## src/rtl/step_sequencer.sv

```systemverilog
// Step sequencer: walks an address from 0 to LAST, holding each address for M clock cycles.
// Optionally loops back to 0 at the end of a pass; otherwise pulses done for one cycle.
module step_sequencer #(
    parameter int unsigned M    = 12_000_000,
    parameter int unsigned AW   = 4,
    parameter int unsigned LAST = 15
) (
    input  logic          clk,
    input  logic          rst,
    input  logic          start,
    input  logic          stop,
    input  logic          loop,
    output logic [AW-1:0] addr,
    output logic          step,
    output logic          busy,
    output logic          done
);

    localparam int unsigned    CW       = (M > 1) ? $clog2(M) : 1;
    localparam logic [CW-1:0]  CntMax   = CW'(M - 1);
    localparam logic [AW-1:0]  AddrLast = AW'(LAST);

    typedef enum logic [1:0] {
        StIdle,
        StRun,
        StDone
    } state_e;

    state_e        state_q, state_d;
    logic [CW-1:0] cnt_q, cnt_d;
    logic [AW-1:0] addr_q, addr_d;

    always_ff @(posedge clk or posedge rst) begin
        if (rst) begin
            state_q <= StIdle;
            cnt_q   <= '0;
            addr_q  <= '0;
        end else begin
            state_q <= state_d;
            cnt_q   <= cnt_d;
            addr_q  <= addr_d;
        end
    end

    always_comb begin
        state_d = state_q;
        cnt_d   = '0;
        addr_d  = addr_q;
        unique case (state_q)
            StIdle: begin
                addr_d = '0;
                if (start && !stop) begin
                    state_d = StRun;
                end
            end
            StRun: begin
                // stop outranks every end-of-pass decision
                if (stop) begin
                    state_d = StIdle;
                    addr_d  = '0;
                end else if (cnt_q == CntMax) begin
                    if (addr_q < AddrLast) begin
                        addr_d = addr_q + AW'(1);
                    end else if (loop) begin
                        addr_d = '0;
                    end else begin
                        state_d = StDone;
                    end
                end else begin
                    cnt_d = cnt_q + CW'(1);
                end
            end
            StDone: begin
                state_d = StIdle;
                addr_d  = '0;
            end
            default: begin
                state_d = StIdle;
                addr_d  = '0;
            end
        endcase
    end

    always_comb begin
        addr = addr_q;
        busy = (state_q == StRun);
        done = (state_q == StDone);
        step = (state_q == StRun) && (cnt_q == '0);
    end

endmodule

```

## config.mk

```make
export PLATFORM = sky130hd
export DESIGN_NAME = step_sequencer
export DESIGN_NICKNAME = d
export VERILOG_FILES = /design/src/rtl/step_sequencer.sv
export SDC_FILE = /design/constraint.sdc
export NUM_CORES = 1
export LEC_CHECK = 0
export ABC_AREA = 1
export ABC_CLOCK_PERIOD_IN_PS = 1400
export BUFFER_PORTS_ARGS = -buffer_cell sky130_fd_sc_hd__buf_4
export CAP_MARGIN = 20
export CORE_ASPECT_RATIO = 1.2
export CORE_UTILIZATION = 54
export DETAILED_ROUTE_END_ITERATION = 7
export PLACE_DENSITY = 0.85
export SYNTH_ARGS = -nofsm -noshare
export SYNTH_HDL_FRONTEND = slang
export SYNTH_SLANG_ARGS = --single-unit
export TNS_END_PERCENT = 1
```

## constraint.sdc

```tcl
create_clock -name clk -period 1.4 [get_ports clk]
set_input_delay 0.21 -clock clk [delete_from_list [all_inputs] [get_ports clk]]
set_output_delay 0.21 -clock clk [all_outputs]
set_load 0.02 [all_outputs]
```

* Word level (Yosys, flattened, before mapping)
Cells that the tools add are included.
Storage, ports and cells: register bits after elaboration 30, input port bits 5, output and inout bits 7, logic and storage cells 35
Operators by class: add/sub/neg operators 2, $lt $le $gt $ge 1, equality and inequality tests 8, mux-type cells 14, reduce and logical (&&, ||, !) cells 7
Operators by type and width (count):
- 24-bit two-way mux | 3
- 24-bit by 1-bit adder with 24-bit output (second input constant) | 1
- 24-bit equality test (second input constant) | 1
- 24-bit zero test | 1
- 4-bit two-way mux | 5
- 2-bit two-way mux | 5
- 3-bit != test (second input constant) | 2
- 4-bit by 1-bit adder with 4-bit output (second input constant) | 1
- 4-bit less-than comparator (second input constant) | 1
- 4-bit by 3-bit != test with 1-bit output (second input constant) | 1
- 2-bit one-hot mux with 2 select lines | 1
- 4-bit AND reduction | 1
- 3-bit by 2-bit != test with 1-bit output (second input constant) | 1
- 2-bit by 1-bit equality test with 1-bit output (second input constant) | 1
- 2-bit equality test (second input constant) | 1
- 1-bit logical AND | 2
- 2-bit zero test | 1
- 2-bit != test (second input constant) | 1
- 2-bit AND reduction | 1
- 1-bit zero test | 1

* Longest topological paths before layout
word-level depth 5, depth in mapped cells 10, depth with buffers taken out 10

* Worst setup path after synthesis
No wires, ideal clock.
kind register to output, start point reg cnt_q[0], end point out step, data arrival time 1.245 ns, data required time 1.190 ns, setup slack -0.055 ns, cell stages (with the launch flop) 7, path buffers 0, cell sequence dfrtp_1 inv_1 ha_1 nand2_1 nor2_1 nand3_1 nor3_1
Between the ends: cells in the longest elaborated chain, start to end 2
RTL lines:
- start, declared | line 30 | logic [CW-1:0] cnt_q, cnt_d;
- start signal, assigned | line 40 | cnt_q <= cnt_d;
- 24-bit zero test | line 88 | step = (state_q == StRun) && (cnt_q == '0);
- 1-bit logical AND | line 88
- end, declared | line 14 | output logic step,
No other way between the ends.

* Worst setup path after layout
start point reg cnt_q[3], end point out step
Same word-level chain as after synthesis.

==> impl_summary.log <==
INFO  metric status = finished, violations left
INFO  metric violations_in_the_final_reports = negative hold slack, negative setup slack
INFO  metric layout_commonest_cell = sky130_fd_sc_hd__nand2_1
INFO  metric power.ir.vdd_worst = 0.806 mV
INFO  metric number_of_instances_in_the_synthesized_netlist = 280
INFO  metric power_density = 858 nW/um^2
INFO  metric multi_input_area = 997 um^2
INFO  metric yosys_warnings = 0
INFO  metric gr-total-overflow = 0
INFO  metric maximum_fanout_along_the_worst_path = 4
INFO  metric finalClockSkew = 5.77 ps
INFO  metric rsz0062_at_grt = yes
INFO  metric timing.slew.headroom = 74.4%
INFO  metric drt-vias-per-instance = 5.11
INFO  metric timing.reg2reg.worst_path_depth = 11
INFO  metric drv.max_cap_violation_count = 0
INFO  metric synth.net_count = 288
INFO  metric final_layout_net_count = 323
INFO  metric routed_wl = 4.23 mm
INFO  metric worst_path_max_delay_cell = sky130_fd_sc_hd__dfrtp_1
INFO  metric max_freq = 0.607 GHz
INFO  metric final.min_clock_period = 1650 ps
INFO  metric place.detailed.hpwl = 3.16 mm
INFO  metric clock_insertion_delay_worst_skew = 290 ps
INFO  metric n_fill_cell = 283
INFO  metric synth_async_sr_flop_share = 100%
INFO  metric clk_path_buf_depth = 2
INFO  metric netlist-cell-type-count = 26
INFO  metric gr-usage-all-layers = 25.3%
INFO  metric worst_path_dominant_cell_family = simple AND/OR/NAND/NOR gates
INFO  metric clock_sinks = 30
INFO  metric numCtsBuffers = 5
INFO  metric cts_hold_buf = 0
INFO  metric fin_cells = 353
INFO  metric synth.yosys.seq_area_share = 40.0%
INFO  metric mean_instance_size_in_the_synthesized_netlist = 6.70 um^2
INFO  metric worst_ep_arrival_time = 1440 ps
INFO  metric h_tree_level_count = 2
INFO  metric final-hold-violation-count = 10
INFO  metric uppermost_signal_routing_layer_after_detailed_routing = met4
INFO  metric grt_start_max_net_pins = 31
INFO  metric worstPathCellList = nor3_1 -> nand2_1 -> nor3_2 -> buf_4
INFO  metric report.final.slew_viol_count = 0
INFO  metric worstHoldPathType = in2async
INFO  metric met3RoutedLength = 131 um
INFO  metric dp.cells = 341
INFO  metric p_total = 1960 uW
INFO  metric most-common-layout-cells = sky130_fd_sc_hd__nand2_1 (74), sky130_fd_sc_hd__nor2_1 (65), sky130_fd_sc_hd__inv_1 (37)
INFO  metric final.period_utilization = 118%
INFO  metric first_pass_iters = 4
INFO  metric register_cell_area_after_layout = 751 um^2
INFO  metric met2RoutedLength = 2.14 mm
INFO  metric drtAntennaViolNets = 0
INFO  metric tritoncts = built
INFO  metric floorplan.io_pins = 12
INFO  metric critPathKind = reg2out
INFO  metric worst_pin_slew = 383 ps
INFO  metric leakage = 0.00110 uW
INFO  metric cts_root_buffer = sky130_fd_sc_hd__clkbuf_8
INFO  metric wl_per_cell = 12.0 um
INFO  metric die_area = 3710 um^2
INFO  metric finalWorstSetupSlack = -246 ps
INFO  metric area_growth = 21.9%
INFO  metric place.gp.congestion = 0.996
INFO  metric final_core_util = 68.5%
INFO  metric hold_slack = -9.35 ps
INFO  metric ys_seq_elements = 30
INFO  metric synth_edf_count = 0
INFO  metric synthFlopType = sky130_fd_sc_hd__dfrtp_1
INFO  metric met1Wirelength = 1.77 mm
INFO  metric clk_pin_slew = 70 ps
INFO  metric port-buffer-count = 11
INFO  metric diodes_inserted = 0
INFO  metric die-height = 66.6 um
INFO  metric regToRegSetupSlack = -190 ps
INFO  metric worst_ep_required_time = 1190 ps
INFO  metric routed-via-count = 1804
INFO  metric fp.coreArea = 3340 um^2
INFO  metric rows = 23
INFO  metric start_util = 56.2%
INFO  metric worstSetupStartpointType = flip-flop
INFO  metric crit_path_max_incr_delay = 420 ps
INFO  metric dieWidth = 55.8 um
INFO  metric first_global_vias = 1654
INFO  metric worst_r2r_endpoint = cnt_q[18]$_DFF_PP0_
INFO  metric r2r_start = cnt_q[0]$_DFF_PP0_
INFO  metric final_layout_size_suffix_gt1_share = 23.4%
INFO  metric setup.worst_path.end_class = primary output
INFO  metric drt_iter0_markers = 77
INFO  metric setup_viol = 28
INFO  metric post_synth_instance_area = 1880 um^2
INFO  metric critical_path_buf_inv_count = 1
INFO  metric drc_errors = 0
INFO  metric first_pass_grt_wire_length = 7.11 mm
INFO  metric initial_antenna_violation_count = 0
==> cell usage after synthesis, types with 2 or more instances <==
| cell type | number | area, um^2 |
|---|---|---|
| sky130_fd_sc_hd__nor2_2 | 4 | 25.0 |
| sky130_fd_sc_hd__dfrtp_1 | 30 | 751 |
| sky130_fd_sc_hd__nand3_1 | 14 | 70.1 |
| sky130_fd_sc_hd__nor4_1 | 2 | 12.5 |
| sky130_fd_sc_hd__nand4_1 | 2 | 12.5 |
| sky130_fd_sc_hd__nand3_2 | 3 | 30.0 |
| sky130_fd_sc_hd__a21oi_1 | 3 | 15.0 |
| sky130_fd_sc_hd__nor2_1 | 69 | 259 |
| sky130_fd_sc_hd__nor2_4 | 2 | 22.5 |
| sky130_fd_sc_hd__xor2_1 | 2 | 17.5 |
| sky130_fd_sc_hd__inv_2 | 3 | 11.3 |
| sky130_fd_sc_hd__nand2_2 | 6 | 37.5 |
| sky130_fd_sc_hd__ha_1 | 3 | 37.5 |
| sky130_fd_sc_hd__inv_1 | 40 | 150 |
| sky130_fd_sc_hd__nand2_1 | 76 | 285 |
| sky130_fd_sc_hd__nor3_1 | 11 | 55.1 |
==> registers in the layout (all words and copies together) (netlist names) <==
name	cells
addr	4
cnt_q	24
state_q	2
==> report_power, final <==
group          internal (uW)  switching [uW]  total (uW)
Sequential               891            18.8         910
Combinational            131             198         328
Clock                    394             329         723
==> repair_timing <==
| action | CTS | global route |
|---|---|---|
| pin swaps | 2 | 3 |
| setup buffers | 3 | 1 |
| resized for setup | 8 | 10 |
| endpoints found under the setup margin | 30 | 30 |
==> worst min-delay path, cell delays in order <==
cell and delay, ps:
sky130_fd_sc_hd__buf_4 110, sky130_fd_sc_hd__inv_1 40, sky130_fd_sc_hd__buf_4 340
==> metal layers <==
| layer | track usage, % | up-vias |
|---|---|---|
| met5 | 0 | - |
| met4 | 17.8 | 0 |
| met3 | 5.63 | 19 |
| met2 | 41.9 | 34 |
| met1 | 29.1 | 833 |
| li1 | - | 918 |
==> how the worst max path moves through the flow <==
stage,start,endpoint,slack (ps),depth (start not counted)
floorplan,cnt_q[0]$_DFF_PP0_,cnt_q[13]$_DFF_PP0_,-30,9
global placement,cnt_q[0]$_DFF_PP0_,cnt_q[18]$_DFF_PP0_,-50,10
detailed placement,cnt_q[0]$_DFF_PP0_,cnt_q[18]$_DFF_PP0_,-110,10
CTS,cnt_q[0]$_DFF_PP0_,step,-270,7
global route,cnt_q[0]$_DFF_PP0_,step,-320,7
finish,cnt_q[3]$_DFF_PP0_,step,-250,4
==> cell type report <==
type                    count  share of cell area, %
well taps                  37                   2.03
repair buffers             30                   10.0
multi-input cells         204                   43.6
clock inverters             2                  0.547
flip-flops and latches     30                   32.8
inverters                  44                   7.33
clock buffers               6                   3.61
==> kinds of logic after synthesis <==
group                    share of synthesized area (%)
AO/OA/AOI/OAI                                     2.47
XOR/XNOR                                          1.40
adder cells (fa/ha/maj)                           2.00
buffers and inverters                             9.94
flip-flops                                        40.0
AND/OR/NAND/NOR                                   44.2
==> stage by stage <==
stage,TNS [ps],instance area (um^2),setup slack [ps]
2_1_floorplan,-306,1880,-32.8
3_3_place_gp,-187,2100,-46.5
3_5_place_dp,-1700,2100,-109
4_1_cts,-1570,2250,-267
5_1_grt,-4050,2290,-323
6_report,-1630,2290,-246
No activity file was read; power rests on OpenSTA's default activity.
